`config.mk`:
```
export PLATFORM = sky130hd
export DESIGN_NAME = mux81_rr_arbiter_flat
export DESIGN_NICKNAME = d
export VERILOG_FILES = /design/src/rtl/mux81_rr_arbiter_if.sv /design/src/rtl/mux81_rr_arbiter.sv /design/src/flat_wrapper.sv
export SDC_FILE = /design/constraint.sdc
export NUM_CORES = 1
export LEC_CHECK = 0
export ABC_AREA = 1
export ABC_CLOCK_PERIOD_IN_PS = 2700
export BUFFER_PORTS_ARGS = -buffer_cell sky130_fd_sc_hd__buf_2
export CAP_MARGIN = 20
export CORE_ASPECT_RATIO = 1.5
export CORE_UTILIZATION = 30
export CTS_BUF_LIST = sky130_fd_sc_hd__clkbuf_4 sky130_fd_sc_hd__clkbuf_8 sky130_fd_sc_hd__clkbuf_16
export CTS_CLUSTER_DIAMETER = 40
export DETAILED_ROUTE_END_ITERATION = 8
export SETUP_SLACK_MARGIN = 0.02
export SLEW_MARGIN = 20
export SYNTH_ARGS = -nofsm -noshare
export SYNTH_HDL_FRONTEND = slang
export SYNTH_SLANG_ARGS = --single-unit
export TNS_END_PERCENT = 30
```
`constraint.sdc`:
```
create_clock -name clk -period 2.7 [get_ports clk]
set_clock_uncertainty 0.2 [all_clocks]
set_input_delay 0.54 -clock clk [delete_from_list [all_inputs] [get_ports clk]]
set_output_delay 0.54 -clock clk [all_outputs]
set_load 0.02 [all_outputs]
```
`src/rtl/mux81_rr_arbiter_if.sv`:
```
// Request/grant bundle between the eight requesters and the round-robin
// arbiter that drives the shared 8:1 mux select.
interface mux81_rr_arbiter_if;
  logic [7:0] req;
  logic [7:0] gnt;
  logic [2:0] sel;
  logic       gnt_valid;
  logic       preempt;

  modport master (output req, input gnt, sel, gnt_valid, preempt);
  modport slave  (input req, output gnt, sel, gnt_valid, preempt);
endinterface

```
`src/rtl/mux81_rr_arbiter.sv`:
```
// 8-requester round-robin arbiter owning the select of a shared 8:1 mux.
// Grants are held until release or timeout; every ownership change costs one bubble.
module mux81_rr_arbiter #(
  parameter int MAX_HOLD = 16,
  parameter int CNT_W    = 8
) (
  input  logic             clk,
  input  logic             rst,
  mux81_rr_arbiter_if.slave bus
);

  typedef enum logic [1:0] {IDLE, GRANT, GAP} state_t;

  state_t           state, state_d;
  logic [7:0]       gnt, gnt_d;
  logic [2:0]       sel, sel_d;
  logic             gnt_valid, gnt_valid_d;
  logic             preempt, preempt_d;
  logic [2:0]       last_ptr, last_ptr_d;
  logic [CNT_W-1:0] hold_cnt, hold_cnt_d;

  logic [2:0] win;
  logic [2:0] cand;
  logic       win_found;
  logic       at_max;
  logic       competitor;
  logic       released;

  // Search starts just after the last owner and ends on the last owner itself.
  always_comb begin
    win       = last_ptr;
    win_found = 1'b0;
    cand      = last_ptr;
    for (int i = 1; i <= 8; i++) begin
      cand = last_ptr + 3'(i);
      if (!win_found && bus.req[cand]) begin
        win       = cand;
        win_found = 1'b1;
      end
    end
  end

  assign at_max     = (hold_cnt == CNT_W'(MAX_HOLD - 1));
  assign competitor = |(bus.req & ~gnt);
  assign released   = !bus.req[sel];

  always_ff @(posedge clk or posedge rst) begin
    if (rst) begin
      state     <= IDLE;
      gnt       <= 8'h00;
      sel       <= 3'd0;
      gnt_valid <= 1'b0;
      preempt   <= 1'b0;
      last_ptr  <= 3'd7;
      hold_cnt  <= '0;
    end else begin
      state     <= state_d;
      gnt       <= gnt_d;
      sel       <= sel_d;
      gnt_valid <= gnt_valid_d;
      preempt   <= preempt_d;
      last_ptr  <= last_ptr_d;
      hold_cnt  <= hold_cnt_d;
    end
  end

  always_comb begin
    state_d = state;
    case (state)
      IDLE, GAP: state_d = win_found ? GRANT : IDLE;
      GRANT:     if (released || (at_max && competitor)) state_d = GAP;
      default:   state_d = IDLE;
    endcase
  end

  always_comb begin
    gnt_d       = gnt;
    sel_d       = sel;
    gnt_valid_d = gnt_valid;
    preempt_d   = 1'b0;
    last_ptr_d  = last_ptr;
    hold_cnt_d  = hold_cnt;
    case (state)
      IDLE, GAP: begin
        if (win_found) begin
          gnt_d       = 8'b1 << win;
          sel_d       = win;
          gnt_valid_d = 1'b1;
          last_ptr_d  = win;
          hold_cnt_d  = '0;
        end else begin
          gnt_d       = 8'h00;
          gnt_valid_d = 1'b0;
        end
      end
      GRANT: begin
        if (released) begin
          gnt_d       = 8'h00;
          gnt_valid_d = 1'b0;
        end else if (at_max && competitor) begin
          gnt_d       = 8'h00;
          gnt_valid_d = 1'b0;
          preempt_d   = 1'b1;
        end else if (at_max) begin
          // Lone owner: restart the window silently, no bubble.
          hold_cnt_d = '0;
        end else begin
          hold_cnt_d = hold_cnt + CNT_W'(1);
        end
      end
      default: begin
        gnt_d       = 8'h00;
        gnt_valid_d = 1'b0;
      end
    endcase
  end

  assign bus.gnt       = gnt;
  assign bus.sel       = sel;
  assign bus.gnt_valid = gnt_valid;
  assign bus.preempt   = preempt;

endmodule

```
`src/flat_wrapper.sv`:
```
// flat-port wrapper written by rule: the top's interface ports become plain ports
module mux81_rr_arbiter_flat 
#(
  parameter int MAX_HOLD = 16,
  parameter int CNT_W    = 8
)
  (clk, rst, bus_req, bus_gnt, bus_sel, bus_gnt_valid, bus_preempt);
  mux81_rr_arbiter_if bus_i ();
  input  logic clk;
  input  logic rst;
  input wire logic [$bits(bus_i.req)-1:0] bus_req;
  output wire logic [$bits(bus_i.gnt)-1:0] bus_gnt;
  output wire logic [$bits(bus_i.sel)-1:0] bus_sel;
  output wire logic [$bits(bus_i.gnt_valid)-1:0] bus_gnt_valid;
  output wire logic [$bits(bus_i.preempt)-1:0] bus_preempt;
  assign bus_i.req = bus_req;
  assign bus_gnt = bus_i.gnt;
  assign bus_sel = bus_i.sel;
  assign bus_gnt_valid = bus_i.gnt_valid;
  assign bus_preempt = bus_i.preempt;
  mux81_rr_arbiter #(.MAX_HOLD(MAX_HOLD), .CNT_W(CNT_W)) u_core (.clk(clk), .rst(rst), .bus(bus_i));
endmodule
```
==> results.json, run 1 <==
{
  "yosys-top-cells-area": "dfrtp_1 27%, nand2_1 18%, nand3_1 6.8%, inv_1 5.8%, nor2_1 3.8%",
  "relSlewSlack": 0.7427,
  "cts_tree": "yes",
  "drtPass1Iterations": 6,
  "cts.sinks": 26,
  "dp_hpwl_um": 4621,
  "tightestPinTransition_ps": 382.4,
  "drv_cap": 0,
  "ys_types": 37,
  "grt_pass1_vias": 2263,
  "cp.arrival_ps": 2570,
  "die_y_um": 105.6,
  "slowest_stage": "dfstp_2",
  "min_period_ps": 2610,
  "outcome": "completed",
  "finalSetupViolations": 0,
  "cts_root_buf": "clkbuf_8",
  "cts_htree_levels": 1,
  "vias": 2173,
  "area_delta_synth_final_pct": 26.98,
  "post-place-ws_ps": 46.37,
  "grt_setup_unrepaired": "true",
  "ant_nets": 0,
  "worstPathCellList": "inv_2, ha_4, inv_6, nand3_2, nand2_2, nand2_2, nand2_4, buf_4, nand3b_1, nand3_1, nand3_1, nand2_1, nand2_4, nand2_4, nor2_4, nand2_1, nand2_1",
  "max_freq_ghz": 0.3831,
  "synth_warnings": 0,
  "ctsHoldBuffers": 0,
  "cts_made_buffers": 3,
  "grt_pass1_wl_um": 10140,
  "max_stage_delay_ps": 580,
  "cts_max_path_buffers": 2,
  "fillCellCount": 728,
  "syn-num-nets": 328,
  "start_util": 0.3113,
  "dieWidth_um": 71.08,
  "syn_avg_cell_area_um2": 6.816,
  "syn_inst": 315,
  "ioPinCount": 23,
  "yosysTopAreaCellShare": 0.2681,
  "synth_area_um2": 2147,
  "drc": 0,
  "hold_slack_ps": 99.37,
  "post_drt_wl_per_cell_um": 13.94,
  "final_util": 0.3952,
  "grt_use_total": 0.1691,
  "antenna_cells": 0,
  "cp.required_ps": 2660,
  "critPathBufInv": 3,
  "fin_ws_ps": 90.05,
  "gp_congestion": 0.8991,
  "antenna_found_initial": 0,
  "core-area_um2": 6898,
  "criticalPathCategory": "flip-flop to flip-flop",
  "multi_input_area_um2": 1465,
  "min_period_over_period": 0.9666,
  "critPathLaunchType": "flip-flop",
  "synth_top_area_cell": "dfrtp_1",
  "ys_seq_area_frac": 0.3048,
  "crit_path_end_kind": "flip-flop",
  "synth_edf_count": 0,
  "dr.first_iter.drc_count": 132,
  "drive_gt1_frac": 0.3464,
  "yosys_most_used_dff": "dfrtp_1",
  "port-buffer-count": 22,
  "path_max_fanout": 6,
  "min_path_type": "primary input to asynchronous set/reset pin",
  "nets": 372,
  "grt_overflow": 0,
  "clk_pin_slew_ps": 100,
  "grt_start_max_net_pins": 27,
  "drt-total-wl_um": 6076,
  "num_rows": 37,
  "async_flop_share": 1.000,
  "ys_ff_latch": 26,
  "routed_via_density": 4.984,
  "die_area_um2": 7506,
  "path_delay_family": "simple AND/OR/NAND/NOR gates",
  "clock_latency_ps": 280,
  "seqCellArea_um2": 654.4,
  "final-hold-violation-count": 0,
  "slew_viol_final": 0
}
[area by class of cell]
cell class,instances,share of cell area
clock buffers,4,0.02019
inverters,43,0.06287
multi-input cells,240,0.5374
flip-flops and latches,26,0.2400
well taps,78,0.03580
repair buffers,45,0.1037
[synthesized netlist by cell type, types with 6 or more instances]
| library cell | count |
|---|---|
| inv_2 | 7 |
| nand2_2 | 12 |
| a21oi_1 | 11 |
| nand2_1 | 103 |
| o21ai_0 | 14 |
| nor2_1 | 22 |
| dfrtp_1 | 23 |
| nand3_1 | 29 |
| o21ai_2 | 6 |
| inv_1 | 33 |
| nand3_2 | 7 |
| nand4_1 | 9 |
[final timing paths]
kind                                         to                  from  cells past startpoint  slack (ps)
setup / recovery              u_core.bus.gnt[4]    u_core.last_ptr[0]                     17          90
hold / removal                u_core.bus.sel[0]                   rst                      3         100
setup reg to reg              u_core.bus.gnt[4]    u_core.last_ptr[0]                     17          90
hold reg to reg            u_core.bus.gnt_valid  u_core.bus.gnt_valid                      2         310
max in group asynchronous    u_core.last_ptr[2]                   rst                      3        1900
min in group clk           u_core.bus.gnt_valid  u_core.bus.gnt_valid                      2         310
[stage by stage]
stage	instance area [um^2]	instances	TNS, ps
floorplan	2160	315	0
global placement	2389	418	0
detailed placement	2389	418	0
CTS	2466	425	0
global route	2726	436	-438.5
finish	2726	436	0
[sequential cells by signal, summed over array words and instances, names as in the netlist]
| register | cells |
|---|---|
| u_core.bus.preempt | 1 |
| u_core.last_ptr | 3 |
| u_core.bus.sel | 3 |
| u_core.state | 2 |
| u_core.bus.gnt_valid | 1 |
| u_core.bus.gnt | 8 |
| u_core.hold_cnt | 8 |
[worst min-delay path, cell delays in order]
cell and delay (ps):
buf_2 90, inv_1 40, buf_4 310
[placed cells by master, fill, tap and decap left out, drive strengths merged]
| cell | n |
|---|---|
| nand2 | 118 |
| buf | 45 |
| inv | 42 |
| nand3 | 36 |
| nor2 | 26 |
| dfrtp | 23 |
| o21ai | 20 |
| a21oi | 12 |
| nand4 | 11 |
| clkbuf | 4 |
| xor2 | 3 |
| dfstp | 3 |
| ha | 3 |
| a31oi | 2 |
| o22ai | 2 |
| xnor2 | 2 |
| o21bai | 1 |
| nand3b | 1 |
| o2111ai | 1 |
| nor3 | 1 |
| clkinv | 1 |
| nor4 | 1 |
[metal layers]
metal,routed length [um],vias to the layer above,share of wire,GRT usage
li1,-,1094,-,-
met5,0,-,0,0
met4,227,0,0.037,0.07286
met2,3250,45,0.53,0.3098
met3,160,20,0.026,0.02581
met1,2438,1014,0.40,0.1903
[cells by family (layout without fill, tap and decap cells)]
family | Yosys count | count (layout) | synth area share
XOR/XNOR | 5 | 5 | 0.02914
AND/OR/NAND/NOR | 194 | 194 | 0.4388
AO/OA/AOI/OAI | 38 | 38 | 0.1113
adder cells (fa/ha/maj) | 3 | 3 | 0.01748
buffers and inverters | 49 | 92 | 0.09848
flip-flops | 26 | 26 | 0.3048
[what timing repair did]
| action | in CTS | in global routing |
|---|---|---|
| pin swaps | 0 | 18 |
| resized for setup | 0 | 42 |
| setup endpoints to repair | 1 | 22 |
| endpoints found under the hold margin | 0 | 0 |
| setup buffers | 3 | 11 |
Power of run 1 is left out: the tool's default activity adds up to more than one toggle a clock period on the data nets, which glitch-free logic cannot reach.
==> inputs of run 2 (changes only) <==
- BUFFER_PORTS_ARGS: -buffer_cell sky130_fd_sc_hd__buf_2 -> -buffer_cell sky130_fd_sc_hd__clkbuf_2
- CELL_PAD_IN_SITES_DETAIL_PLACEMENT: unset -> 1
- CELL_PAD_IN_SITES_GLOBAL_PLACEMENT: unset -> 2
- PLACE_DENSITY_LB_ADDON: unset -> 0.1
==> run 2 against run 1 <==
Wire length grew 17%. Largest cell class unchanged. Critical path type unchanged. Critical endpoint is now u_core.bus.gnt[2]. Utilization rose by 0.073 points. Highest routed layer unchanged. Via count down 1.7%.
==> results.json, run 2 (synthesis results as in run 1) <==
{
  "drv_cap": 0,
  "path_delay_family": "simple AND/OR/NAND/NOR gates",
  "cts_htree_levels": 1,
  "finalSetupViolations": 0,
  "antenna_cells": 0,
  "cp.required_ps": 2720,
  "worstPathCellList": "inv_2, ha_4, inv_6, nand3_4, nand3_4, nand2_4, inv_4, nand3_4, nor2_4, nand4_4, inv_4, nand2_4, a21oi_4, nand2_1, nand2_1",
  "die_area_um2": 7506,
  "critPathLaunchType": "flip-flop",
  "relSlewSlack": 0.7316,
  "cp.arrival_ps": 2590,
  "nets": 368,
  "grt_pass1_wl_um": 11540,
  "final_common_cell": "nand2_1",
  "clock_latency_ps": 270,
  "setup-tns-final_ps": 0,
  "grt_use_total": 0.1994,
  "min_period_ps": 2576,
  "tightestPinTransition_ps": 398.9,
  "ioPinCount": 23,
  "dieWidth_um": 71.08,
  "drt-total-wl_um": 7081,
  "final_cell_mix": "91 x nand2_1, 32 x inv_1, 23 x nand3_1, 23 x dfrtp_1, 22 x clkbuf_2",
  "min_period_over_period": 0.9542,
  "dp_hpwl_um": 5795,
  "area_delta_synth_final_pct": 27.21,
  "critPathBufInv": 4,
  "antenna_found_initial": 0,
  "final_util": 0.3960,
  "criticalPathCategory": "flip-flop to flip-flop",
  "routed_via_density": 4.944,
  "final-hold-violation-count": 0,
  "cts_root_buf": "clkbuf_8",
  "slowest_stage": "dfstp_2",
  "min_path_type": "primary input to asynchronous set/reset pin",
  "clk_pin_slew_ps": 100,
  "gp_congestion": 0.8765,
  "path_max_fanout": 6,
  "post-place-cells": 421,
  "crit_path_end_kind": "flip-flop",
  "port-buffer-count": 22,
  "grt_setup_unrepaired": "true",
  "drive_gt1_frac": 0.3446,
  "grt_pass1_vias": 2277,
  "cts_made_buffers": 3,
  "core-area_um2": 6898,
  "num_rows": 37,
  "slew_viol_final": 0,
  "max_stage_delay_ps": 560,
  "post_drt_wl_per_cell_um": 16.39,
  "reg_top3": "u_core.bus.gnt (8), u_core.hold_cnt (8)",
  "cts_tree": "yes",
  "vias": 2136,
  "ctsHoldBuffers": 0,
  "grt_start_max_net_pins": 27,
  "dr.first_iter.drc_count": 54,
  "die_y_um": 105.6,
  "start_util": 0.3113,
  "cp_common_cell": "nand3_4",
  "drc": 0,
  "grt_overflow": 0,
  "cts.sinks": 26,
  "outcome": "completed",
  "fin_cells": 432,
  "max_freq_ghz": 0.3881,
  "drtPass1Iterations": 4,
  "cts_max_path_buffers": 2,
  "ant_nets": 0
}
==> run 2: cell type report <==
| cell class | instances | area [um^2] |
|---|---|---|
| clock buffer | 3 | 41.29 |
| clock inverter | 1 | 30.03 |
| fill | 903 | 4167 |
| inverter | 43 | 171.4 |
| multi-input combinational | 240 | 1484 |
| sequential | 26 | 654.4 |
| tap | 78 | 97.59 |
| timing repair buffer | 41 | 252.7 |
==> run 2: repair_timing <==
item / in CTS / in global routing
setup buffers: 0 / 7
endpoints found under the setup margin: 0 / 22
resized for setup: 0 / 49
==> run 2: worst paths after layout <==
path                                            from              endpoint  slack, ps  depth (start not counted)
worst min register to register  u_core.bus.gnt_valid  u_core.bus.gnt_valid        280                          2
max in group asynchronous                        rst    u_core.last_ptr[2]       1900                          3
min in group clk                u_core.bus.gnt_valid  u_core.bus.gnt_valid        280                          2
worst min-delay path                             rst    u_core.hold_cnt[7]        100                          3
worst max register to register    u_core.last_ptr[1]     u_core.bus.gnt[2]        120                         15
worst max-delay path              u_core.last_ptr[1]     u_core.bus.gnt[2]        120                         15
==> run 2: worst register-to-register path, cell delays in order, from the launching register on <==
cell	delay [ps]
dfstp_2	560
inv_2	50
ha_4	280
inv_6	100
nand3_4	90
nand3_4	110
nand2_4	80
inv_4	80
nand3_4	80
nor2_4	170
nand4_4	170
inv_4	120
nand2_4	60
a21oi_4	200
nand2_1	90
nand2_1	80
==> run 2: metal layers <==
metal	wire length (um)	vias to the layer above	GRT usage
met5	0	-	0
met4	112	0	0.05571
met3	62	6	0.01243
met2	4236	14	0.4087
met1	2669	1025	0.2103
li1	-	1091	-
==> run 2: metrics by stage <==
| step | hold WS, ps | area, um^2 | worst slack, ps |
|---|---|---|---|
| floorplan | 293.8 | 2160 | 104.3 |
| global placement | 261.1 | 2411 | 106.7 |
| finish | 98.02 | 2731 | 123.7 |
| global route | 133.9 | 2731 | -63.67 |
| CTS | 113.2 | 2482 | 42.04 |
| detailed placement | 261.6 | 2411 | 57.83 |
Power of run 2 is left out for the same reason.
==> inputs of run 3 (changes only) <==
- ABC_CLOCK_PERIOD_IN_PS: 2700 -> 2480
- CORE_UTILIZATION: 30 -> 33
- clock period: 2.7 -> 2.48 ns (I/O delays scaled with it)
==> run 3 against run 2 <==
The run now ends with negative setup slack left. Non-clock buffer count increased by 18. Maximum frequency increased by 0.84%. Global-route usage increased by 3.0 points. Die area decreased by 8.9%. Critical path type unchanged.
==> results.json, run 3 (synthesis results as in run 1) <==
{
  "dp_hpwl_um": 5942,
  "vias": 2243,
  "outcome": "complete, but fails checks",
  "nets": 386,
  "critPathLaunchType": "flip-flop",
  "post_drt_wl_per_cell_um": 16.19,
  "gp_congestion": 0.8896,
  "fin_ws_ps": -74.94,
  "dieWidth_um": 67.86,
  "drive_gt1_frac": 0.3952,
  "failed_checks": "negative setup slack",
  "grt_pass1_wl_um": 11570,
  "final_cell_mix": "88 x nand2_1, 35 x buf_4, 31 x inv_1",
  "r2r_end": "u_core.bus.gnt[3]",
  "antenna_found_initial": 0,
  "path_max_fanout": 6,
  "final-hold-violation-count": 0,
  "min_period_over_period": 1.030,
  "grt_setup_unrepaired": "true",
  "drt-total-wl_um": 7220,
  "drtPass1Iterations": 3,
  "cts_max_path_buffers": 2,
  "reg2reg_depth": 15,
  "cp.arrival_ps": 2570,
  "setup-tns-final_ps": -925.1,
  "drc": 0,
  "clk_pin_slew_ps": 100,
  "die_y_um": 100.8,
  "grt_pass1_vias": 2359,
  "dr.first_iter.drc_count": 47,
  "reg_top3": "u_core.bus.gnt (8), u_core.hold_cnt (8)",
  "core-area_um2": 6218,
  "grt_overflow": 0,
  "cts_root_buf": "clkbuf_8",
  "slowest_stage": "dfstp_2",
  "r2r-start": "u_core.last_ptr[1]",
  "ant_nets": 0,
  "max_freq_ghz": 0.3914,
  "start_util": 0.3453,
  "reg2reg_slack_ps": -70,
  "cts_tree": "yes",
  "max_stage_delay_ps": 590,
  "crit_path_end_kind": "flip-flop",
  "die_area_um2": 6840,
  "tightestPinTransition_ps": 514.6,
  "min_path_type": "primary input to asynchronous set/reset pin",
  "cts.sinks": 26,
  "relSlewSlack": 0.6538,
  "clock_latency_ps": 280,
  "min_period_ps": 2555,
  "routed_via_density": 5.029,
  "finalSetupViolations": 20,
  "ioPinCount": 23,
  "final_common_cell": "nand2_1",
  "grt_use_total": 0.2297,
  "cts_htree_levels": 1,
  "worstPathCellList": "inv_6, ha_4, inv_6, nand3_4, nand2_2, nand2_2, nand2_4, nand3_4, nor2_4, nand4_4, inv_4, nand2_4, a21oi_4, nand2_1, nand2_1",
  "grt_start_max_net_pins": 27,
  "criticalPathCategory": "flip-flop to flip-flop",
  "cts_made_buffers": 3,
  "fillCellCount": 822,
  "antenna_cells": 0,
  "area_delta_synth_final_pct": 36.19,
  "drv_cap": 0,
  "cp.required_ps": 2500,
  "slew_viol_final": 0,
  "ctsHoldBuffers": 0,
  "num_rows": 35,
  "port-buffer-count": 22
}
[run 3: cell types whose count changed in the layout (fill, tap and decap cells not counted), moves of 2 or more]
| cell | before | now |
|---|---|---|
| o21ai_0 | 11 | 13 |
| nand3_1 | 23 | 19 |
| buf_4 | 19 | 35 |
| nand2_1 | 91 | 88 |
| nand2_2 | 17 | 19 |
| buf_12 | 0 | 2 |
| nand3_2 | 6 | 11 |
[run 3: layout make-up]
type	count	area, um^2	share of cell area
clock buffers	3	41.29	0.01412
clock inverters	1	30.03	0.01027
inverters	43	178.9	0.06119
multi-input cells	240	1514	0.5178
flip-flops and latches	26	654.4	0.2238
well taps	74	92.59	0.03166
repair buffers	59	412.9	0.1412
[run 3: critical path, delay by kind of cell (launching register included)]
family	cells	cell delay, ps
AND/OR/NAND/NOR	10	920
flip-flops	1	590
adder cells (fa/ha/maj)	1	280
buffers and inverters	3	270
AO/OA/AOI/OAI	1	220
[run 3: timing repair]
| item | in CTS | in global routing |
|---|---|---|
| cloned | 0 | 0 |
| pin swaps | 5 | 15 |
| resized for setup | 12 | 39 |
| buffers inserted | 2 | 2 |
| setup endpoints to repair | 22 | 24 |
[run 3: layer usage]
metal | GRT usage | part of all wire | vias up
met5 | 0 | 0 | -
met1 | 0.2300 | 0.36 | 1094
met4 | 0.08013 | 0.024 | 0
met3 | 0.01697 | 0.0064 | 10
li1 | - | - | 1125
met2 | 0.4646 | 0.60 | 14
[run 3: worst max path at each step]
stage	endpoint	from	slack, ps	cells past startpoint
6_report	u_core.bus.gnt[3]	u_core.last_ptr[1]	-70	15
5_1_grt	u_core.bus.gnt[1]	u_core.last_ptr[0]	-240	16
4_1_cts	u_core.bus.gnt[7]	u_core.last_ptr[1]	-100	17
3_5_place_dp	u_core.bus.gnt[0]	u_core.last_ptr[1]	-130	16
3_3_place_gp	u_core.bus.gnt[0]	u_core.last_ptr[1]	-110	16
2_1_floorplan	u_core.hold_cnt[1]	u_core.last_ptr[1]	-10	16
[run 3: through the flow]
stage               instance area (um^2)  setup WS [ps]  cells  hold WS (ps)    util
finish                              2924         -74.94    446         39.44  0.4702
global route                        2924         -237.8    446         78.98  0.4702
CTS                                 2745         -102.1    444         49.89  0.4414
detailed placement                  2609         -128.4    438         269.0  0.4195
global placement                    2609         -110.9    438         254.5  0.4195
floorplan                           2190         -9.950    315         293.8       -
Power of run 3 is left out for the same reason.
